**config.mk**
```make
export PLATFORM = sky130hd
export DESIGN_NAME = dmem_store_buffer
export DESIGN_NICKNAME = d
export VERILOG_FILES = /design/src/rtl/dmem_store_buffer.sv
export SDC_FILE = /design/constraint.sdc
export NUM_CORES = 1
export LEC_CHECK = 0
export CORE_AREA = 4 4 147 255
export CTS_BUF_LIST = sky130_fd_sc_hd__clkbuf_8 sky130_fd_sc_hd__clkbuf_16
export CTS_CLUSTER_SIZE = 30
export DETAILED_ROUTE_END_ITERATION = 12
export DIE_AREA = 0 0 151 259
export PLACE_DENSITY = 0.83
export SLEW_MARGIN = 30
export SYNTH_ARGS = -nofsm -noshare
export SYNTH_HDL_FRONTEND = slang
export SYNTH_SLANG_ARGS = --single-unit
```
**constraint.sdc**
```tcl
create_clock -name clk -period 5.9 [get_ports clk]
set_clock_uncertainty 0.1 [all_clocks]
set_input_delay 1.18 -clock clk [delete_from_list [all_inputs] [get_ports clk]]
set_output_delay 1.18 -clock clk [all_outputs]
set_load 0.02 [all_outputs]
```
**src/rtl/dmem_store_buffer.sv**
```systemverilog
// dmem_store_buffer
//   Posted-write store buffer sitting between the MEM stage and a data memory
//   that is clocked on the falling edge. Stores are queued in a DEPTH-entry
//   FIFO and retired to memory in any cycle that does not need the port for a
//   load miss. Loads that hit a queued store are forwarded from the youngest
//   matching entry; misses read memory in the same cycle.
//
//   Optional feature macro: STORE_BUF_BYPASS_EN
//     When defined, a store that finds the buffer empty (and no load miss
//     competing for the port) is written straight to memory and not queued.
//
// Ports
//   clk        rising-edge clock
//   rst        asynchronous, active-low reset
//   cpu_we     MEM-stage store request
//   cpu_re     MEM-stage load request
//   cpu_addr   byte address (addr[1:0] ignored for matching)
//   cpu_wdata  store data
//   cpu_rdata  load data back to the pipeline (combinational)
//   stall      store could not be accepted this cycle
//   mem_en     data-memory enable
//   mem_we     data-memory write strobe (all byte lanes)
//   mem_addr   data-memory address
//   mem_wdata  data-memory write data
//   mem_rdata  data-memory read data, valid in the same cycle
//   sb_empty   no stores queued
module dmem_store_buffer #(
  parameter int DEPTH = 4,
  parameter int AW    = 32,
  parameter int DW    = 32
) (
  input  logic          clk,
  input  logic          rst,
  input  logic          cpu_we,
  input  logic          cpu_re,
  input  logic [AW-1:0] cpu_addr,
  input  logic [DW-1:0] cpu_wdata,
  output logic [DW-1:0] cpu_rdata,
  output logic          stall,
  output logic          mem_en,
  output logic          mem_we,
  output logic [AW-1:0] mem_addr,
  output logic [DW-1:0] mem_wdata,
  input  logic [DW-1:0] mem_rdata,
  output logic          sb_empty
);

  localparam int PW = $clog2(DEPTH);
  localparam int CW = PW + 1;

  logic [AW-1:0]    entryAddr [DEPTH];
  logic [DW-1:0]    entryData [DEPTH];
  logic [DEPTH-1:0] entryValid;

  logic [PW-1:0] head;
  logic [PW-1:0] tail;
  logic [CW-1:0] count;

  logic          hit;
  logic [DW-1:0] hitData;
  logic          loadMiss;
  logic          drain;
  logic          bypass;
  logic          full;
  logic          push;
  logic          pop;

  // Forwarding search: walk from oldest (head) to youngest so the last match
  // seen wins. Valid entries are always contiguous starting at head.
  always_comb begin
    logic [PW-1:0] idx;
    hit     = 1'b0;
    hitData = '0;
    idx     = head;
    for (int i = 0; i < DEPTH; i++) begin
      idx = head + PW'(i);
      if (entryValid[idx] && (entryAddr[idx][AW-1:2] == cpu_addr[AW-1:2])) begin
        hit     = 1'b1;
        hitData = entryData[idx];
      end
    end
  end

  assign loadMiss = cpu_re & ~hit;
  assign drain    = (count != '0) & ~loadMiss;
  assign full     = (count == CW'(DEPTH));
  assign sb_empty = (count == '0);

`ifdef STORE_BUF_BYPASS_EN
  // An empty buffer holds nothing older, so writing through keeps ordering.
  assign bypass = cpu_we & (count == '0) & ~loadMiss;
`else
  assign bypass = 1'b0;
`endif

  // A drain frees the head slot in the same edge, so a full buffer can still
  // accept a store while draining.
  assign stall = cpu_we & full & ~drain;
  assign push  = cpu_we & ~stall & ~bypass;
  assign pop   = drain;

  assign cpu_rdata = hit ? hitData : mem_rdata;

  // Memory port arbitration: load miss, then drain, then bypass write.
  always_comb begin
    mem_en    = 1'b0;
    mem_we    = 1'b0;
    mem_addr  = entryAddr[head];
    mem_wdata = entryData[head];
    if (loadMiss) begin
      mem_en   = 1'b1;
      mem_addr = cpu_addr;
    end else if (drain) begin
      mem_en = 1'b1;
      mem_we = 1'b1;
    end else if (bypass) begin
      mem_en    = 1'b1;
      mem_we    = 1'b1;
      mem_addr  = cpu_addr;
      mem_wdata = cpu_wdata;
    end
  end

  // Control state: pointers, occupancy and valid bits.
  always_ff @(posedge clk or negedge rst) begin
    if (!rst) begin
      head       <= '0;
      tail       <= '0;
      count      <= '0;
      entryValid <= '0;
    end else begin
      // Pop clears before push sets, so a push into the slot being popped
      // (push and pop at full) leaves the slot valid.
      if (pop) begin
        entryValid[head] <= 1'b0;
        head             <= head + 1'b1;
      end
      if (push) begin
        entryValid[tail] <= 1'b1;
        tail             <= tail + 1'b1;
      end
      case ({push, pop})
        2'b10:   count <= count + 1'b1;
        2'b01:   count <= count - 1'b1;
        default: count <= count;
      endcase
    end
  end

  // Entry payload; validity is tracked separately so no reset is needed here.
  always_ff @(posedge clk) begin
    if (push) begin
      entryAddr[tail] <= cpu_addr;
      entryData[tail] <= cpu_wdata;
    end
  end

endmodule
```
==> metrics.md, run 1 <==
| Metric | Value |
|---|---|
| Internal Pwr Total | `~0.0076 W` |
| Aggregate global-route resource usage | `~30%` |
| Worst-path maximum fanout | `13` |
| Period minus WS final | `approximately 5800 ps` |
| Largest net degree at the start of global routing | `54` |
| Type of the tightest min-delay check | `reg2reg` |
| Flip-flop and latch count after synthesis | `around 270` |
| Dpl hpwl | `40000 um` |
| Switching share of power | `between 30% and 40%` |
| Routed WL per cell | `~29 um` |
| Share of synthesized area occupied by flip-flops and latches | `42.8%` |
| CTS H-Tree Depth | `1` |
| Vias in the first global route | `~14000` |
| Number of endpoints with negative hold slack in the final report | `0` |
| Final setup violation count | `0` |
| Fin crit share | `approximately 100%` |
| Total power | `between 0.01 and 0.015 W` |
| Synth warn | `0` |
| Data arrival at the endpoint of the critical path | `roughly 4600 ps` |
| Synth Net Count | `about 1400` |
| Overflow left after global routing | `0` |
| Power Density | `roughly 540 mW/mm^2` |
| Async set or reset register ratio after synthesis | `a little over 4%` |
| Die span in x | `around 150 um` |
| Run status | `completed` |
| Critical path capture point type | `output port` |
| Std-Cell Rows | `slightly above 90` |
| Gate count of the mapped netlist | `about 1300` |
| Rel. slew slack | `a little over two fifths` |
| Setup TNS after final layout | `0 ps` |
| Max-slew violation count | `0` |
| Total DRC errors in the routed layout | `0` |
| Register-to-Register Path Depth | `24` |
| Nets@finish | `about 1700` |
| Latest clock arrival within the worst-skew pair | `approximately 550 ps` |
| Combinational Power Share | `64.1%` |
| Via/cell ratio | `just under 7` |
| Antenna violations before repair | `4` |
| Wire length reported by the detailed router | `roughly 60000 um` |
| Post-route worst hold slack | `just under 500 ps` |
| Clock sink count | `roughly 270` |
| Psw | `just under 0.005 W` |
| Die height | `~260 um` |
| Core area | `around 0.035 mm^2` |
| TritonCTS Buffers | `25` |
| Root Driver | `clkbuf_16` |
| DR iter-0 viols | `between 1000 and 1500` |
| Leakage power summed over all cells | `roughly 8 nW` |
| Buffer depth of the longest clock path | `3` |
| Mean Syn Cell Area | `between 10 and 15 um^2` |
| Part of the total power dissipated in sequential elements | `22.6%` |
| Critical path type | `reg2out` |
| Initial Utilization | `a little over half` |
| Worst IR drop on VDD | `between 0.4 and 0.5 mV` |
| Number of detailed-route iterations in the first pass | `6` |
| Most common cell after layout, fill and taps aside | `edfxtp_1` |
| Combined area of all synthesized cells | `around 0.019 mm^2` |
| Number of flops mapped to enable cells by yosys | `256` |
| Fin cells | `2030` |
| Reported max-cap violation count | `0` |
| Leading cell types in the layout, fill and taps excluded | `edfxtp_1, mux4_2, clkdlybuf4s50_1, buf_4, mux2i_1` |
| Hold-critical path depth | `1` |
| Timing-limited maximum frequency | `around 170 MHz` |
| Count of cell types in the netlist | `between 60 and 70` |
| Synth-to-layout area growth | `25.6%` |
| Unrepaired setup endpoints after global routing | `yes` |
| Part of the total power dissipated in the clock network | `13.3%` |
| Final core utilization | `between 60% and 70%` |
| I/O Pins | `200` |
| Clock tree from TritonCTS | `yes` |
| Fraction of final layout cells sized beyond drive strength 1 | `approximately 34%` |
| Fill cells | `2460` |
| Placed Cells | `between 1500 and 2000` |
| Main flop type after synthesis | `edfxtp_1` |
| Wire length of the first global-routing pass | `between 80000 and 90000 um` |
| Origin of the worst setup path | `head[1]` |
| Worst flop-to-flop path startpoint | `head[1]` |
| Final estimated routing congestion in global placement | `1.01` |
| Total number of vias | `13700` |
| Clock transition time at the flip-flop clock pins of the worst setup and hold paths | `70 ps` |
| Number of nets with antenna violations after routing | `0` |
| Data required, critical path | `4620 ps` |
| Startpoint of the tightest hold check path | `entryValid[1]` |
| Transition time at the pin with the least slew margin | `876 ps` |
| Count of input and output buffers | `just under 200` |
| Critical path startpoint category | `flop` |
| Die Area | `0.0391 mm^2` |
## final timing paths
| path | to | slack (ps) |
|---|---|---|
| max reg2reg | count[2] | 760 |
| min reg2reg | entryValid[1] | 480 |
| max in group asynchronous | head[1] | 4370 |
| min | entryValid[1] | 480 |
| max | cpu_rdata[19] | 60 |
| min in group asynchronous | entryValid[2] | 890 |
## repair_timing
| action | in CTS | in global routing |
|---|---|---|
| hold buffers | 0 | 0 |
| cloned | 8 | 1 |
| buffers inserted | 14 | 3 |
| resized for setup | 138 | 30 |
| endpoints found under the setup margin | 67 | 65 |
| pin swaps | 2 | 10 |
## state kept, by name, indices dropped and copies added, names as in the netlist
| register | cells |
|---|---|
| count | 3 |
| entryData | 128 |
| entryValid | 4 |
| tail | 2 |
| entryAddr | 128 |
| head | 2 |
## final cells by class
| class | instances | area, um^2 | area share, % |
|---|---|---|---|
| inverter | 18 | 70.1 | 0.300 |
| tap | 465 | 582 | 2.49 |
| clock buffer | 25 | 626 | 2.68 |
| timing repair buffer | 370 | 3850 | 16.5 |
| clock inverter | 20 | 203 | 0.867 |
| sequential | 267 | 7970 | 34.1 |
| multi-input combinational | 863 | 10100 | 43.1 |
| antenna | 2 | 5.00 | 0.0214 |
## kinds of logic after synthesis
| kind of cell | Yosys count | share of synthesized area, % |
|---|---|---|
| AOI/OAI and AO/OA | 197 | 7.48 |
| muxes | 363 | 34.2 |
| and+or+nand+nor | 187 | 5.59 |
| adders and majority gates | 9 | 0.645 |
| buffers and inverters | 148 | 4.29 |
| DFF | 267 | 42.8 |
| xor gates and xnor gates | 107 | 5.03 |
## synth_stat cells (5+ instances only)
cell type	count	area, um^2
a2111oi_0	6	52.6
mux4_2	212	4770
ha_1	8	100
inv_1	18	67.6
buf_4	11	82.6
nor2b_1	34	213
xnor2_1	92	806
o31a_1	33	289
mux2_2	34	383
buf_1	11	41.3
xor2_1	15	131
nand3_1	14	70.1
and2_1	37	231
mux2i_1	111	1110
o21ai_0	18	90.1
nor4_1	8	50.1
buf_2	33	165
nand2_1	26	97.6
dfrtp_1	11	275
buf_6	14	158
o221ai_1	7	61.3
edfxtp_1	256	7690
clkbuf_1	57	214
o22ai_1	37	231
a21oi_1	49	245
nor3_1	13	65.1
nor2_1	20	75.1
a22o_1	5	43.8
nand4_1	13	81.3
## critical path: stages (launching register included)
cell	delay, ps
dfrtp_4	520
inv_4	100
ha_4	220
buf_12	140
buf_4	140
mux2i_1	190
xnor2_1	170
a2111oi_2	480
nand3_2	210
a2111oi_4	420
buf_4	180
and3_2	200
buf_12	180
buf_12	160
mux2i_2	250
a21oi_1	100
dlygate4sd2_1	330
## through the flow
stage	cell area (um^2)	setup slack, ps
after floorplan	18600	151
after global placement	22000	-350
after detailed placement	22000	-394
after CTS	23300	-4.28
after global routing	23400	-52.3
final	23400	57.4
## power groups by stage
| stage | sequential, W | combinational, W | clock [W] |
|---|---|---|---|
| floorplan | 0.00275 | 0.00526 | 0 |
| global placement | 0.00280 | 0.00726 | 0 |
| detailed placement | 0.00285 | 0.00735 | 0 |
| CTS | 0.00282 | 0.00783 | 0.00170 |
| global route | 0.00287 | 0.00842 | 0.00178 |
| finish | 0.00283 | 0.00803 | 0.00167 |
## metal layers
metal,GRT usage (%),vias to the layer above,wire (um)
met2,53.3,718,31300
met1,31.6,6957,18600
li1,-,5796,-
met3,3.69,202,3880
met5,0,-,28
met4,19.8,4,4780
Note: power is estimated with default switching activity, not from simulation.
==> run 2, diff against run 1 <==
--- a/config.mk
+++ b/config.mk
@@ -5,12 +5,13 @@
 export SDC_FILE = /design/constraint.sdc
 export NUM_CORES = 1
 export LEC_CHECK = 0
-export CORE_AREA = 4 4 147 255
+export CORE_AREA = 4 4 140 243
 export CTS_BUF_LIST = sky130_fd_sc_hd__clkbuf_8 sky130_fd_sc_hd__clkbuf_16
 export CTS_CLUSTER_SIZE = 30
 export DETAILED_ROUTE_END_ITERATION = 12
-export DIE_AREA = 0 0 151 259
-export PLACE_DENSITY = 0.83
+export DIE_AREA = 0 0 144 247
+export DONT_BUFFER_PORTS = 1
+export PLACE_DENSITY = 0.76
 export SLEW_MARGIN = 30
 export SYNTH_ARGS = -nofsm -noshare
 export SYNTH_HDL_FRONTEND = slang
==> run 2 against run 1 <==
Against the previous run:
- clock power decreased by 11%
- design area decreased by 13%
- via count shrank 9.0%
- register-to-register slack lost 220 ps
- clock-buffer cell count unchanged
- setup slack better by 23 ps
- final cell count down 17%
- critical endpoint is now mem_addr[13]
- largest cell class unchanged
- largest power group unchanged
- highest routed layer is now met4
==> metrics.md, run 2 (synthesis results as in run 1) <==
| Metric | Value |
|---|---|
| Root Driver | `clkbuf_16` |
| CP max stage delay | `roughly 520 ps` |
| Logic depth of the worst setup path including buffers | `14` |
| Internal Pwr Total | `0.00667 W` |
| TritonCTS Buffers | `24` |
| Number of antenna cells inserted | `0` |
| Register-to-Register Path Depth | `20` |
| CTS H-Tree Depth | `1` |
| Type of the tightest min-delay check | `in2async` |
| Cell breakdown of the critical path | `inv_1 -> ha_4 -> buf_12 -> buf_4 -> mux2_2 -> o221ai_1 -> o21ai_0 -> nand4_1 -> nor4_1 -> a31o_1 -> or3_2 -> buf_12 -> o21ai_0 -> buf_4` |
| Largest registers in the final layout | `entryAddr: 128 flops, entryData: 128 flops, entryValid: 4 flops` |
| Fill cells | `2330` |
| I/O Pins | `200` |
| Worst-path maximum fanout | `39` |
| Wire length reported by the detailed router | `about 52000 um` |
| Std-Cell Rows | `between 80 and 90` |
| Final setup violation count | `0` |
| Critical path startpoint category | `flop` |
| Antenna violations before repair | `0` |
| Number of nets with antenna violations after routing | `0` |
| Number of endpoints with negative hold slack in the final report | `0` |
| Switching share of power | `40.5%` |
| Hold buffers post-CTS | `0` |
| Critical path capture point type | `output port` |
| Multi-input combinational cell area | `between 0.01 and 0.015 mm^2` |
| Dpl hpwl | `between 30000 and 40000 um` |
| Data arrival at the endpoint of the critical path | `between 4000 and 5000 ps` |
| Rel. slew slack | `between 40% and 50%` |
| Die Area | `~0.036 mm^2` |
| Data required, critical path | `roughly 4600 ps` |
| Final estimated routing congestion in global placement | `between 1 and 1.5` |
| Critical path type | `reg2out` |
| Max-slew violation count | `0` |
| Layout Cell Area excl Fill | `roughly 0.020 mm^2` |
| Worst IR drop on VDD | `0.424 mV` |
| Largest net degree at the start of global routing | `between 100 and 150` |
| Crit path max-delay family | `compound AO/OA/AOI/OAI gates` |
| Total number of vias | `roughly 12000` |
| Overflow left after global routing | `0` |
| Number of detailed-route iterations in the first pass | `8` |
| Clock transition time at the flip-flop clock pins of the worst setup and hold paths | `70 ps` |
| Aggregate global-route resource usage | `around 29%` |
| Fraction of final layout cells sized beyond drive strength 1 | `approximately a third` |
| Combinational Power Share | `about three fifths` |
| Latest clock arrival within the worst-skew pair | `550 ps` |
| Vias in the first global route | `around 13000` |
| Count of input and output buffers | `0` |
| Instance area at placement | `about 0.019 mm^2` |
| Timing-limited maximum frequency | `around 170 MHz` |
| Wire length of the first global-routing pass | `~77000 um` |
| Reported max-cap violation count | `0` |
| Die span in x | `between 100 and 150 um` |
| Clock tree from TritonCTS | `yes` |
| Via/cell ratio | `between 7 and 8` |
| Routed WL per cell | `31.2 um` |
| Footprint of the flip-flops and latches | `around 0.008 mm^2` |
| Part of the total power dissipated in sequential elements | `between 20% and 30%` |
| Run status | `completed` |
| Leakage power summed over all cells | `about 6.6 nW` |
| Power Density | `553 mW/mm^2` |
| Part of the total power dissipated in the clock network | `between 10% and 20%` |
| DR iter-0 viols | `1147` |
| Crit-path slowest cell | `or3_2` |
| Transition time at the pin with the least slew margin | `847 ps` |
| Crit path buf inv count | `5` |
| Buffer depth of the longest clock path | `3` |
| Total DRC errors in the routed layout | `0` |
| Period minus WS final | `just under 6000 ps` |
| Leading cell types in the layout, fill and taps excluded | `edfxtp_1, mux4_2, mux2i_1, xnor2_1, buf_4` |
| Core area | `roughly 0.032 mm^2` |
| Unrepaired setup endpoints after global routing | `yes` |
| Synth-to-layout area growth | `8.75%` |
| Psw | `between 0.004 and 0.005 W` |
| Initial Utilization | `58.0%` |
| Clock sink count | `~270` |
| Die height | `about 250 um` |
| Fin crit share | `between 90% and 100%` |
| Nets@finish | `1376` |
| Most common cell after layout, fill and taps aside | `edfxtp_1` |
| Final core utilization | `63.1%` |
==> run 2: cell count changes in the layout (fill, tap and decap cells not counted), sizes merged, moves of 3 or more <==
cell	change
bufinv	-3
bufbuf	-6
clkbuf	-5
clkdlybuf4s50	-131
clkdlybuf4s15	-3
clkinv	+4
buf	-87
dlygate4sd2	-42
==> run 2: worst paths after layout <==
check                      slack, ps       endpoint          start
max                               80   mem_addr[13]        head[0]
min                              230        head[0]            rst
max reg2reg                      540       count[2]        head[0]
min reg2reg                      490  entryValid[3]  entryValid[3]
max in group asynchronous       5380        head[1]            rst
min in group clk                 490  entryValid[3]  entryValid[3]
==> run 2: per-layer routing <==
| metal | global-route usage (%) | vias to the layer above | routed length, um |
|---|---|---|---|
| li1 | - | 5224 | - |
| met1 | 30.3 | 6341 | 16400 |
| met2 | 52.5 | 690 | 28300 |
| met3 | 5.77 | 197 | 4120 |
| met4 | 17.4 | 0 | 3750 |
| met5 | 0 | - | 0 |
==> run 2: power by group through the flow <==
stage / combinational (W) / clock [W] / sequential (W)
finish: 0.00689 / 0.00148 / 0.00284
CTS: 0.00671 / 0.00151 / 0.00283
global placement: 0.00644 / 0 / 0.00281
floorplan: 0.00526 / 0 / 0.00275
detailed placement: 0.00652 / 0 / 0.00286
global route: 0.00723 / 0.00159 / 0.00288
==> run 2: final cells by class <==
cell class                      count  area share [%]
Multi-Input combinational cell    863            49.4
Sequential cell                   267            39.4
Timing Repair Buffer               93            4.79
Clock buffer                       25            3.03
Tap cell                          400            2.47
Clock inverter                     18           0.575
Inverter                           18           0.334
==> run 2: per-stage QoR <==
| stage | hold slack, ps | setup WS (ps) | total power (W) | cells | TNS, ps |
|---|---|---|---|---|---|
| 2_1_floorplan | 415 | 151 | 0.00801 | 1278 | 0 |
| 3_3_place_gp | 457 | 209 | 0.00925 | 1631 | 0 |
| 3_5_place_dp | 456 | 171 | 0.00938 | 1631 | 0 |
| 4_1_cts | 210 | 19.1 | 0.0110 | 1681 | 0 |
| 5_1_grt | 221 | -23.2 | 0.0117 | 1684 | -50.5 |
| 6_report | 232 | 80.9 | 0.0112 | 1684 | 0 |
==> run 2: what timing repair did <==
action	in CTS	in global routing
endpoints found under the setup margin	67	66
resized for setup	6	21
cloned	2	0
setup buffers	5	2
endpoints found under the hold margin	0	0
pin swaps	1	4
==> run 2: worst reg2reg max path, cell delays in order (launching register included) <==
cell,delay (ps)
dfrtp_4,500
inv_1,110
ha_4,290
buf_12,130
buf_4,250
mux4_2,540
xnor2_1,260
nand3_2,240
a2111oi_4,380
buf_4,160
a31o_1,210
or3_2,190
buf_12,220
and2_1,410
nand2_1,120
fa_1,440
nor2_1,160
nand2_1,90
o31a_1,230
mux2i_1,130
nand3_1,80
==> run 3, diff against run 2 <==
--- a/config.mk
+++ b/config.mk
@@ -5,13 +5,12 @@
 export SDC_FILE = /design/constraint.sdc
 export NUM_CORES = 1
 export LEC_CHECK = 0
-export CORE_AREA = 4 4 140 243
+export CORE_AREA = 4 4 191 332
 export CTS_BUF_LIST = sky130_fd_sc_hd__clkbuf_8 sky130_fd_sc_hd__clkbuf_16
 export CTS_CLUSTER_SIZE = 30
 export DETAILED_ROUTE_END_ITERATION = 12
-export DIE_AREA = 0 0 144 247
+export DIE_AREA = 0 0 195 336
 export DONT_BUFFER_PORTS = 1
-export PLACE_DENSITY = 0.76
 export SLEW_MARGIN = 30
 export SYNTH_ARGS = -nofsm -noshare
 export SYNTH_HDL_FRONTEND = slang
==> run 3 against run 2 <==
Against the previous run:
- clock-buffer cell count increased by 5
- global-route usage decreased by 10 points
- critical path depth decreased by 1
- via count increased by 1.4%
- final cell count increased by 24%
- clock power increased by 19%
- wire length increased by 22%
- critical path type unchanged
- largest cell class unchanged
==> metrics.md, run 3 (synthesis results as in run 1) <==
| Metric | Value |
|---|---|
| Psw | `around 0.0048 W` |
| Leakage power summed over all cells | `roughly 6.8 nW` |
| Transition time at the pin with the least slew margin | `between 800 and 900 ps` |
| Latest clock arrival within the worst-skew pair | `between 500 and 600 ps` |
| Hold buffers post-CTS | `0` |
| Combinational Power Share | `about three fifths` |
| Std-Cell Rows | `120` |
| Fill cells | `slightly below 6000` |
| Part of the total power dissipated in sequential elements | `between 20% and 30%` |
| Count of input and output buffers | `0` |
| Final core utilization | `between 30% and 40%` |
| Critical path type | `reg2out` |
| Data required, critical path | `between 4000 and 5000 ps` |
| Register-to-Register Path Depth | `17` |
| Run status | `completed` |
| Clock sink count | `267` |
| Setup ws final | `58.1 ps` |
| Switching share of power | `41.0%` |
| Max-slew violation count | `0` |
| Die Area | `roughly 0.066 mm^2` |
| Reported max-cap violation count | `0` |
| Period minus WS final | `~6000 ps` |
| Core area | `approximately 0.061 mm^2` |
| I/O Pins | `200` |
| Wire length reported by the detailed router | `~64000 um` |
| Internal Pwr Total | `approximately 0.007 W` |
| Number of detailed-route iterations in the first pass | `5` |
| Worst-path maximum fanout | `34` |
| Die height | `between 300 and 400 um` |
| Aggregate global-route resource usage | `a little under a fifth` |
| Leading cell types in the layout, fill and taps excluded | `edfxtp_1, mux4_2, mux2i_1, xnor2_1, buf_4` |
| Clock transition time at the flip-flop clock pins of the worst setup and hold paths | `~70 ps` |
| Wire length of the first global-routing pass | `roughly 90000 um` |
| Final setup violation count | `0` |
| Timing-limited maximum frequency | `approximately 170 MHz` |
| Clock tree from TritonCTS | `yes` |
| Largest registers in the final layout | `entryAddr: 128 flops, entryData: 128 flops, entryValid: 4 flops` |
| Power Density | `roughly 550 mW/mm^2` |
| Part of the total power dissipated in the clock network | `between 10% and 20%` |
| Worst Setup Slack post-DPL | `-123 ps` |
| Largest net degree at the start of global routing | `between 60 and 70` |
| Overflow left after global routing | `0` |
| Worst IR drop on VDD | `0.460 mV` |
| Die span in x | `roughly 200 um` |
| Most common cell after layout, fill and taps aside | `edfxtp_1` |
| Fraction of final layout cells sized beyond drive strength 1 | `33.5%` |
| DR iter-0 viols | `around 1100` |
| Nets@finish | `between 1000 and 1500` |
| CTS H-Tree Depth | `1` |
| Vias in the first global route | `13200` |
| Placed Cells | `~2000` |
| Total number of vias | `12600` |
| Antenna violations before repair | `2` |
| Fin crit share | `a little under 100%` |
| Unrepaired setup endpoints after global routing | `no` |
| Root Driver | `clkbuf_16` |
| TritonCTS Buffers | `27` |
| Total power | `between 0.01 and 0.015 W` |
| Critical path startpoint category | `flop` |
| Routed WL per cell | `about 31 um` |
| Number of endpoints with negative hold slack in the final report | `0` |
| Dpl hpwl | `43800 um` |
| Number of nets with antenna violations after routing | `0` |
| Instance area at placement | `0.0198 mm^2` |
| Total DRC errors in the routed layout | `0` |
| Buffer depth of the longest clock path | `3` |
| Synth-to-layout area growth | `13.5%` |
| Fin cells | `about 2100` |
| Initial Utilization | `30.6%` |
| Via/cell ratio | `between 6 and 7` |
| Final estimated routing congestion in global placement | `just over 1` |
| Rel. slew slack | `about two fifths` |
| Type of the tightest min-delay check | `in2async` |
| Layout Cell Area excl Fill | `approximately 0.021 mm^2` |
| Critical path capture point type | `output port` |
| Data arrival at the endpoint of the critical path | `~4600 ps` |
[run 3: final cells by class]
type                    instances  area (um^2)  area share, %
diodes                          1         2.50         0.0118
multi-input cells             863        10100           47.8
inverters                      18         67.6          0.320
flip-flops and latches        267         7970           37.7
repair buffers                 99         1100           5.20
clock buffers                  30          717           3.39
well taps                     793          992           4.69
clock inverters                20          178          0.841
[run 3: per-stage QoR]
step | hold WS, ps | TNS [ps]
floorplan | 415 | 0
global placement | 463 | -225
detailed placement | 468 | -272
CTS | 130 | 0
global route | 147 | 0
finish | 186 | 0
[run 3: power groups by stage]
stage,clock network (W),registers [W],logic (W)
2_1_floorplan,0,0.00275,0.00526
3_3_place_gp,0,0.00282,0.00679
3_5_place_dp,0,0.00286,0.00684
4_1_cts,0.00182,0.00283,0.00709
5_1_grt,0.00188,0.00288,0.00751
6_report,0.00176,0.00284,0.00710
[run 3: metal layers]
metal	routed length, um	GRT usage, %	share of wire (%)
met5	20	0	0.031
met2	32500	33.1	51
met3	5180	4.64	8.1
met1	21100	20.1	33
met4	5060	12.7	7.9
[run 3: path summary, 6_finish.rpt]
kind | startpoint | end | slack, ps
max in group asynchronous | rst | head[0] | 5430
setup reg to reg | head[1] | count[2] | 600
min in group clk | entryValid[0] | entryValid[0] | 490
hold reg to reg | entryValid[0] | entryValid[0] | 490
setup / recovery | head[1] | cpu_rdata[1] | 60
hold / removal | rst | count[0] | 190
[run 3: worst max-delay path: stages, from the launching register on]
cell       delay [ps]
dfrtp_4           480
buf_16            280
mux2i_1           510
a2bb2oi_1         290
a22oi_1           120
or3_1             370
or4_2             720
o21ai_4           230
or2_4             200
buf_12            120
clkbuf_16         180
o22ai_1            90
a21oi_1           180
buf_4             180
[run 3: repair_timing]
action,in CTS,in global routing
endpoints found under the setup margin,68,60
setup buffers,4,2
pin swaps,4,3
gates resized for setup,29,13
gates cloned,2,1
